$ cat src/rtl/sample_frame_sequencer_if.sv
// Frame-sequencer bus: frame counter and stage readies in, stage enables and status out.
// The sequencer connects through the slave modport; the frame source/stage side uses master.
interface sample_frame_sequencer_if #(
   parameter int unsigned CNT_W = 13
);
   logic [CNT_W-1:0] sampling_cycle_counter;
   logic             ready_conv;
   logic             ready_lag;
   logic             enable_conv;
   logic             enable_lag;
   logic             enable_d2s;
   logic             enable_echo;
   logic             enable_sampling;
   logic             busy;
   logic             overrun;
   logic [7:0]       miss_conv_cnt;
   logic [7:0]       miss_lag_cnt;

   modport master (
      output sampling_cycle_counter, ready_conv, ready_lag,
      input  enable_conv, enable_lag, enable_d2s, enable_echo, enable_sampling,
      input  busy, overrun, miss_conv_cnt, miss_lag_cnt
   );

   modport slave (
      input  sampling_cycle_counter, ready_conv, ready_lag,
      output enable_conv, enable_lag, enable_d2s, enable_echo, enable_sampling,
      output busy, overrun, miss_conv_cnt, miss_lag_cnt
   );
endinterface

$ cat src/rtl/sample_frame_sequencer.sv
// Per-frame enable/ready sequencer for the lag16 echo-cancellation chain.
// Define SEQ_MISS_COUNT_EN to build the saturating ready-miss counters; otherwise they read 0.
module sample_frame_sequencer #(
   parameter int unsigned CNT_W          = 13,
   parameter int unsigned CONV_PULSE_CYC = 2,
   parameter int unsigned CONV_WAIT_CYC  = 25,
   parameter int unsigned LAG_PULSE_CYC  = 2,
   parameter int unsigned LAG_WAIT_CYC   = 200,
   parameter int unsigned ECHO_DELAY_CYC = 2,
   parameter int unsigned WARMUP_FRAMES  = 1
) (
   input  logic                    clk_operation,
   input  logic                    rst,
   sample_frame_sequencer_if.slave bus
);

   // A zero-length window would never expire, so every window is at least one cycle.
   localparam int unsigned CP = (CONV_PULSE_CYC == 0) ? 1 : CONV_PULSE_CYC;
   localparam int unsigned CW = (CONV_WAIT_CYC  == 0) ? 1 : CONV_WAIT_CYC;
   localparam int unsigned LP = (LAG_PULSE_CYC  == 0) ? 1 : LAG_PULSE_CYC;
   localparam int unsigned LW = (LAG_WAIT_CYC   == 0) ? 1 : LAG_WAIT_CYC;
   localparam int unsigned EW = (ECHO_DELAY_CYC == 0) ? 1 : ECHO_DELAY_CYC;
   localparam int unsigned M1 = (CP > CW) ? CP : CW;
   localparam int unsigned M2 = (LP > LW) ? LP : LW;
   localparam int unsigned M3 = (M1 > M2) ? M1 : M2;
   localparam int unsigned MAX_CYC = (M3 > EW) ? M3 : EW;
   localparam int unsigned TMR_W   = $clog2(MAX_CYC + 1);
   localparam int unsigned DONE_W  = $clog2(WARMUP_FRAMES + 2);

   localparam logic [TMR_W-1:0]  TMR_ONE  = TMR_W'(1);
   localparam logic [TMR_W-1:0]  LD_CP    = TMR_W'(CP - 1);
   localparam logic [TMR_W-1:0]  LD_CW    = TMR_W'(CW - 1);
   localparam logic [TMR_W-1:0]  LD_LP    = TMR_W'(LP - 1);
   localparam logic [TMR_W-1:0]  LD_LW    = TMR_W'(LW - 1);
   localparam logic [TMR_W-1:0]  LD_EW    = TMR_W'(EW - 1);
   localparam logic [DONE_W-1:0] DONE_ONE = DONE_W'(1);
   localparam logic [DONE_W-1:0] DONE_MAX = DONE_W'(WARMUP_FRAMES);

   typedef enum logic [2:0] {
      IDLE, CONV_PULSE, CONV_WAIT, LAG_PULSE, LAG_WAIT, ECHO_WAIT
   } state_t;

   state_t            state, state_next;
   logic [TMR_W-1:0]  tmr, tmr_next;
   logic [DONE_W-1:0] done_cnt, done_next;
   logic              prev_zero;
   logic              frame_start, last, conv_sample, lag_sample, frame_done;
   logic              enable_conv_q, enable_lag_q, enable_d2s_q, enable_echo_q;
   logic              enable_sampling_q, busy_q, overrun_q;

   assign frame_start = (bus.sampling_cycle_counter == '0) && !prev_zero;
   assign last        = (tmr == '0);

   always_ff @(posedge clk_operation) begin
      if (!rst) begin
         state     <= IDLE;
         tmr       <= '0;
         prev_zero <= 1'b0;
         done_cnt  <= '0;
      end else begin
         // NOTE: non-blocking so every register in this edge sees the pre-edge values.
         state     <= state_next;
         tmr       <= tmr_next;
         prev_zero <= (bus.sampling_cycle_counter == '0);
         done_cnt  <= done_next;
      end
   end

   always_comb begin
      // NOTE: every output of this block gets a default first, so no path can infer a latch.
      state_next  = state;
      tmr_next    = last ? '0 : tmr - TMR_ONE;
      conv_sample = 1'b0;
      lag_sample  = 1'b0;
      frame_done  = 1'b0;
      unique case (state)
         IDLE: if (frame_start) begin
            state_next = CONV_PULSE;
            tmr_next   = LD_CP;
         end
         CONV_PULSE: if (last) begin
            state_next = CONV_WAIT;
            tmr_next   = LD_CW;
         end
         CONV_WAIT: if (last) begin
            conv_sample = 1'b1;
            state_next  = LAG_PULSE;
            tmr_next    = LD_LP;
         end
         LAG_PULSE: if (last) begin
            state_next = LAG_WAIT;
            tmr_next   = LD_LW;
         end
         LAG_WAIT: if (last) begin
            lag_sample = 1'b1;
            state_next = ECHO_WAIT;
            tmr_next   = LD_EW;
         end
         ECHO_WAIT: if (last) begin
            frame_done = 1'b1;
            state_next = IDLE;
         end
         default: state_next = IDLE;
      endcase
      done_next = (frame_done && done_cnt != DONE_MAX) ? done_cnt + DONE_ONE : done_cnt;
   end

   // enable_lag latches the conv verdict on entry to LAG_PULSE and holds it for the window.
   always_ff @(posedge clk_operation) begin
      if (!rst) begin
         enable_conv_q     <= 1'b0;
         enable_lag_q      <= 1'b0;
         enable_d2s_q      <= 1'b0;
         enable_echo_q     <= 1'b0;
         enable_sampling_q <= 1'b0;
         busy_q            <= 1'b0;
         overrun_q         <= 1'b0;
      end else begin
         enable_conv_q     <= (state_next == CONV_PULSE);
         enable_lag_q      <= (state_next == LAG_PULSE) &&
                              (conv_sample ? bus.ready_conv : enable_lag_q);
         enable_d2s_q      <= enable_d2s_q | (lag_sample & bus.ready_lag);
         enable_echo_q     <= enable_echo_q | frame_done;
         enable_sampling_q <= enable_sampling_q | (done_next >= DONE_MAX);
         busy_q            <= (state_next != IDLE);
         overrun_q         <= frame_start && (state != IDLE);
      end
   end

   assign bus.enable_conv     = enable_conv_q;
   assign bus.enable_lag      = enable_lag_q;
   assign bus.enable_d2s      = enable_d2s_q;
   assign bus.enable_echo     = enable_echo_q;
   assign bus.enable_sampling = enable_sampling_q;
   assign bus.busy            = busy_q;
   assign bus.overrun         = overrun_q;

`ifdef SEQ_MISS_COUNT_EN
   logic [7:0] miss_conv_q, miss_lag_q;

   always_ff @(posedge clk_operation) begin
      if (!rst) begin
         miss_conv_q <= 8'd0;
         miss_lag_q  <= 8'd0;
      end else begin
         if (conv_sample && !bus.ready_conv && miss_conv_q != 8'hFF)
            miss_conv_q <= miss_conv_q + 8'd1;
         if (lag_sample && !bus.ready_lag && miss_lag_q != 8'hFF)
            miss_lag_q <= miss_lag_q + 8'd1;
      end
   end

   assign bus.miss_conv_cnt = miss_conv_q;
   assign bus.miss_lag_cnt  = miss_lag_q;
`else
   assign bus.miss_conv_cnt = 8'd0;
   assign bus.miss_lag_cnt  = 8'd0;
`endif

endmodule
$ cat src/flat_wrapper.sv
// flat-port wrapper written by rule: the top's interface ports become plain ports
module sample_frame_sequencer_flat 
#(
   parameter int unsigned CNT_W          = 13,
   parameter int unsigned CONV_PULSE_CYC = 2,
   parameter int unsigned CONV_WAIT_CYC  = 25,
   parameter int unsigned LAG_PULSE_CYC  = 2,
   parameter int unsigned LAG_WAIT_CYC   = 200,
   parameter int unsigned ECHO_DELAY_CYC = 2,
   parameter int unsigned WARMUP_FRAMES  = 1
)
  (clk_operation, rst, bus_sampling_cycle_counter, bus_ready_conv, bus_ready_lag, bus_enable_conv, bus_enable_lag, bus_enable_d2s, bus_enable_echo, bus_enable_sampling, bus_busy, bus_overrun, bus_miss_conv_cnt, bus_miss_lag_cnt);
  sample_frame_sequencer_if #(.CNT_W(CNT_W)) bus_i ();
  input  logic clk_operation;
  input  logic rst;
  input wire logic [$bits(bus_i.sampling_cycle_counter)-1:0] bus_sampling_cycle_counter;
  input wire logic [$bits(bus_i.ready_conv)-1:0] bus_ready_conv;
  input wire logic [$bits(bus_i.ready_lag)-1:0] bus_ready_lag;
  output wire logic [$bits(bus_i.enable_conv)-1:0] bus_enable_conv;
  output wire logic [$bits(bus_i.enable_lag)-1:0] bus_enable_lag;
  output wire logic [$bits(bus_i.enable_d2s)-1:0] bus_enable_d2s;
  output wire logic [$bits(bus_i.enable_echo)-1:0] bus_enable_echo;
  output wire logic [$bits(bus_i.enable_sampling)-1:0] bus_enable_sampling;
  output wire logic [$bits(bus_i.busy)-1:0] bus_busy;
  output wire logic [$bits(bus_i.overrun)-1:0] bus_overrun;
  output wire logic [$bits(bus_i.miss_conv_cnt)-1:0] bus_miss_conv_cnt;
  output wire logic [$bits(bus_i.miss_lag_cnt)-1:0] bus_miss_lag_cnt;
  assign bus_i.sampling_cycle_counter = bus_sampling_cycle_counter;
  assign bus_i.ready_conv = bus_ready_conv;
  assign bus_i.ready_lag = bus_ready_lag;
  assign bus_enable_conv = bus_i.enable_conv;
  assign bus_enable_lag = bus_i.enable_lag;
  assign bus_enable_d2s = bus_i.enable_d2s;
  assign bus_enable_echo = bus_i.enable_echo;
  assign bus_enable_sampling = bus_i.enable_sampling;
  assign bus_busy = bus_i.busy;
  assign bus_overrun = bus_i.overrun;
  assign bus_miss_conv_cnt = bus_i.miss_conv_cnt;
  assign bus_miss_lag_cnt = bus_i.miss_lag_cnt;
  sample_frame_sequencer #(.CNT_W(CNT_W), .CONV_PULSE_CYC(CONV_PULSE_CYC), .CONV_WAIT_CYC(CONV_WAIT_CYC), .LAG_PULSE_CYC(LAG_PULSE_CYC), .LAG_WAIT_CYC(LAG_WAIT_CYC), .ECHO_DELAY_CYC(ECHO_DELAY_CYC), .WARMUP_FRAMES(WARMUP_FRAMES)) u_core (.clk_operation(clk_operation), .rst(rst), .bus(bus_i));
endmodule
$ cat config.mk
export PLATFORM = sky130hd
export DESIGN_NAME = sample_frame_sequencer_flat
export DESIGN_NICKNAME = d
export VERILOG_FILES = /design/src/rtl/sample_frame_sequencer_if.sv /design/src/rtl/sample_frame_sequencer.sv /design/src/flat_wrapper.sv
export SDC_FILE = /design/constraint.sdc
export NUM_CORES = 1
export LEC_CHECK = 0
export CAP_MARGIN = 15
export CORE_ASPECT_RATIO = 0.8
export CORE_UTILIZATION = 25
export DETAILED_ROUTE_END_ITERATION = 16
export GPL_ROUTABILITY_DRIVEN = 0
export PLACE_DENSITY = 0.59
export SYNTH_ARGS = -nofsm -noshare
export SYNTH_HDL_FRONTEND = slang
export SYNTH_SLANG_ARGS = --single-unit
$ cat constraint.sdc
create_clock -name clk_operation -period 1.7 [get_ports clk_operation]
set_input_delay 0.17 -clock clk_operation [delete_from_list [all_inputs] [get_ports clk_operation]]
set_output_delay 0.17 -clock clk_operation [all_outputs]
set_load 0.05 [all_outputs]
Word-level counts from Yosys, hierarchy flattened
Cells that the tools add are included.
Word-level totals
  register bits: 21
  word-level logic and storage cells: 56
Cells by class
  add/sub/neg operators: 2
  magnitude comparators: 1
  equal/unequal tests: 8
  mux-type cells: 19
  bitwise gates (word level): 4
  reduce and logical (&&, ||, !) cells: 11
Operators by type and width (number)
  $mux W8: 5
  $pmux W8 S4: 1
  $mux W3: 6
  $pmux W3 S6: 1
  $logic_not A13 Y1: 1
  $eq A3 B2 Y1 const B: 3
  $logic_not A8 Y1: 1
  $sub A8 B1 Y8 const B: 1
  $eq A3 B1 Y1 const B: 2
  $eq A3 B3 Y1 const B: 2
  $reduce_bool A3 Y1: 2
  $mux W1: 5
  $logic_and A1 B1 Y1: 4
  $logic_not A3 Y1: 1
  $or A1 B1 Y1: 3
  $add A2 B1 Y2 const B: 1
  $ge A2 B1 Y1 const B: 1
  $mux W2: 1
  $ne A2 B1 Y1 const B: 1
  $reduce_or A2 Y1: 1
  $and A1 B1 Y1: 1
  $logic_not A1 Y1: 1

Logic depth before layout (Yosys ltp)
Gate-level depths: netlist (run 1).
  depth in word-level cells: 7
  gate-level depth with buffers: 7
  gate-level depth less buffers: 6

Worst setup path after synthesis (run 1)
OpenSTA, ideal clock, no wires.
  path type: flip-flop to flip-flop
  start point: reg u_core.tmr[0]
  end point: reg u_core.enable_lag_q, in the netlist u_core.bus.enable_lag
  setup time: 60 ps
  data arrival time: 1489 ps
  slack: 151 ps
  stages on the path, launching flop included: 8
  buffers on the path: 1
  period minus slack after synthesis: 1549 ps
  cell sequence: dfxtp_1 -> inv_1 -> ha_1 -> nor3b_2 -> and2_0 -> buf_4 -> a211oi_1 -> o2111a_1
Between the ends
  cells in the longest elaborated chain, start to end: 5
  elaborated cells on any way between the ends: 12
Ends and longest elaborated chain
  start: declaration: line sample_frame_sequencer.sv:44  | logic [TMR_W-1:0] tmr, tmr_next;
  start signal: assignment: line sample_frame_sequencer.sv:63  | tmr <= tmr_next;
  $logic_not A8 Y1 *: line sample_frame_sequencer.sv:52  | assign last = (tmr == '0);
  $mux W3, or another cell as far along: line sample_frame_sequencer.sv:99  | ECHO_WAIT: if (last) begin
  $pmux W3 S6 / $mux W1 (equally long branches): line sample_frame_sequencer.sv:76  | unique case (state)
  $eq A3 B2 Y1 / $mux W1 (equally long branches): line sample_frame_sequencer.sv:120, sample_frame_sequencer.sv:121
  $logic_and A1 B1 Y1 *: line sample_frame_sequencer.sv:120  | enable_lag_q <= (state_next == LAG_PULSE) &&
  end signal: assignment: line sample_frame_sequencer.sv:120
  end: declaration: line sample_frame_sequencer.sv:48  | logic enable_conv_q, enable_lag_q, enable_d2s_q, enable_echo_q;
Every way passes the cells marked *; elsewhere a longest branch is shown, timed or not.
A chain may end at the register's enable or synchronous reset.

Worst setup path in the final report (run 1)
  start point: reg u_core.enable_d2s_q, in the netlist u_core.bus.enable_d2s
  end point: out bus_enable_d2s
RTL lines
  start: declaration: line sample_frame_sequencer.sv:48
  start signal: assignment: line sample_frame_sequencer.sv:122  | enable_d2s_q <= enable_d2s_q | (lag_sample & bus.ready_lag);
  end: declaration: line flat_wrapper.sv:21  | output wire logic [$bits(bus_i.enable_d2s)-1:0] bus_enable_d2s;
No word-level cell between the ends.

==> flow_metrics.tcl, run 1 <==
set metrics [dict create \
    arrival_ps 1410 \
    overflow 0 \
    setup_ws_ps 119 \
    grt_max_degree 12 \
    grt_antenna_before_repair 0 \
    syn_area_per_cell_sq_um 9.10 \
    hold_viol_final 0 \
    syn_inst 128 \
    drt_iter0_drc 54 \
    track_usage 0.105 \
    path_delay_family "buffers and inverters" \
    peakVddDrop_uv 580 \
    maxCapViolCount 0 \
    clk_pin_slew_ps 80 \
    setup_viol 0 \
    drv_slew 0 \
    fin_crit_ps 1580 \
    synth.area.top_cells "dfxtp_1 (36%), buf_4 (12%), o21a_1 (4.5%), nor2_1 (4.2%), xnor2_1 (3.8%)" \
    cts_buffer_depth 2 \
    drt-pass1-iter-count 4 \
    ctsHtreeMaxLevel 1 \
    clk_latency_ps 260 \
    hold_path.class "flip-flop to flip-flop" \
    wl_per_cell_um 11.2 \
    synthArstFlopShare 0 \
    cts-buffers-inserted 3 \
    clock_sink_count 21 \
    die_w_um 78.3 \
    synth_warnings 0 \
    coreArea_sq_um 4340 \
    synthXorXnorAreaFrac 0.0526 \
    synth_cell_types 40 \
    drc 0 \
    finalWirelength_um 2460 \
    whs_ps 431 \
    critPathMaxStageDelay_ps 810 \
    synth.cell_area_sq_um 1160 \
    p_per_area_nw_per_um2 1280 \
    skew_ps 3.28 \
    synth_most_common_cell "dfxtp_1" \
    cts_tree "done" \
    p_leak_uw 0.000615 \
    netlist_top_cells_count "dfxtp_1 (21), buf_4 (18), nor2_1 (13), o21a_1 (7)" \
    dieArea_sq_um 4940 \
    synthSimpleGateAreaFrac 0.222 \
    yosysTopAreaCell "dfxtp_1" \
    critical_path_buf_inv_count 1 \
    synth_top_family_by_area "simple AND/OR/NAND/NOR gates" \
    dp_hpwl_um 1980 \
    status "finished clean" \
    start_kind "flip-flop" \
    ys_ff_latch 21 \
    via_per_inst 4.31 \
    synth_compound_area_frac 0.150 \
    worstPathMaxFanout 2 \
    placed_cell_area_sq_um 1470 \
    area_growth_pct 33.2 \
    ys_seq_area_frac 0.361 \
    fill_cells 470 \
    endpoint_kind "output pin" \
    grt_pass1_vias 894 \
    worstPathRequired_ps 1530 \
    rsz0062_at_grt "true" \
    grt_pass1_wl_um 4040 \
    finalCritPeriodShare 0.930 \
    worst_pin_slew_ps 499 \
    yosysTopAreaCellShare 0.361 \
    yosys.area_share.adder 0.0322 \
    power_uw 1980 \
    pre_cts_ws_ps -10.4 \
    max-slew-margin-rel 0.666 \
    ant_nets 0 \
    start_util 0.269 \
    synthMuxAreaShare 0.0354 \
    cts-root-buf "clkbuf_8" \
    final_nets 184 \
    row_count 21 \
    synth-edff-count 0 \
    ios 40 \
    die_h_um 63.1 \
    cpMaxStageDelayCell "clkdlybuf4s50_1" \
    worstSetupPathType "flip-flop to output pin" \
    port_buffers 23 \
    fmax_mhz 633 \
    n_antenna_cell 0 \
    vias 949 \
    drive_above_1_share 0.166 \
    cp_cell_sequence "clkdlybuf4s50_1" \
    fin_area_sq_um 1550 \
    synth-main-ff-cell "dfxtp_1" \
]
[stage by stage]
stage / TNS (ps) / cells / util
global route: -35.2 / 220 / 0.358
finish: 0 / 220 / 0.358
global placement: -31.6 / 215 / 0.340
CTS: 0 / 219 / 0.352
floorplan: 0 / 143 / -
detailed placement: -10.4 / 215 / 0.340
[state kept, by name, indices dropped and copies added, names as in the netlist]
register                    flops
u_core.tmr                      8
u_core.state                    3
u_core.done_cnt                 2
u_core.bus.busy                 1
u_core.bus.enable_conv          1
u_core.bus.enable_d2s           1
u_core.bus.enable_echo          1
u_core.bus.enable_lag           1
u_core.bus.enable_sampling      1
u_core.bus.overrun              1
u_core.prev_zero                1
[what timing repair did]
item / in CTS / in global routing
endpoints found under the setup margin: 1 / 10
gates resized for setup: 1 / 5
hold buffers: 0 / 0
pin swaps: 0 / 1
buffers inserted: 0 / 1
[area by class of cell]
| cell class | count | area, sq um | area share |
|---|---|---|---|
| timing repair buffer | 37 | 335 | 0.216 |
| sequential | 21 | 420 | 0.271 |
| clock buffer | 4 | 45.0 | 0.0290 |
| tap | 57 | 71.3 | 0.0460 |
| multi-input combinational | 96 | 661 | 0.426 |
| inverter | 5 | 18.8 | 0.0121 |
[cells in the final DEF (no fill, tap or decap), types with 4 or more instances in the layout]
cell	Yosys	layout
and2_1	4	5
clkdlybuf4s50_1	0	23
buf_4	18	14
nor3_1	4	4
nor2_1	13	13
o21a_1	7	7
conb_1	1	16
xnor2_1	5	5
dfxtp_1	21	21
inv_1	4	4
a21oi_1	5	5
nor4_1	4	4
[where the power goes]
part / switching [uW] / internal, uW
logic: 473 / 479
clock network: 170 / 167
registers: 118 / 576
[routing by layer]
metal / vias up / share of wire / global-route usage
met4: 0 / 0.0077 / 0.0278
met2: 30 / 0.40 / 0.144
li1: 495 / - / -
met5: - / 0 / 0
met3: 2 / 0.085 / 0.0420
met1: 422 / 0.51 / 0.151
[kinds of logic after synthesis]
logic type,after synthesis
AOI/OAI and AO/OA,23
xor gates and xnor gates,7
adders and majority gates,3
buffers and inverters,26
DFF,21
muxes,4
other,1
and+or+nand+nor,43
[worst paths after layout]
check / startpoint / cells after the start / slack, ps / endpoint
setup / recovery: u_core.bus.enable_d2s / 1 / 120 / bus_enable_d2s
hold / removal: u_core.prev_zero / 1 / 430 / u_core.bus.overrun
setup reg to reg: u_core.tmr[0] / 7 / 140 / u_core.state[2]
hold reg to reg: u_core.prev_zero / 1 / 430 / u_core.bus.overrun
Power figures use the tool's default switching activity.
==> run 2: changes to the inputs <==
Settings changed: CORE_MARGIN from default to 1.
==> results of run 2 <==
The final DEF is identical to that of run 1; final timing and power are the same.
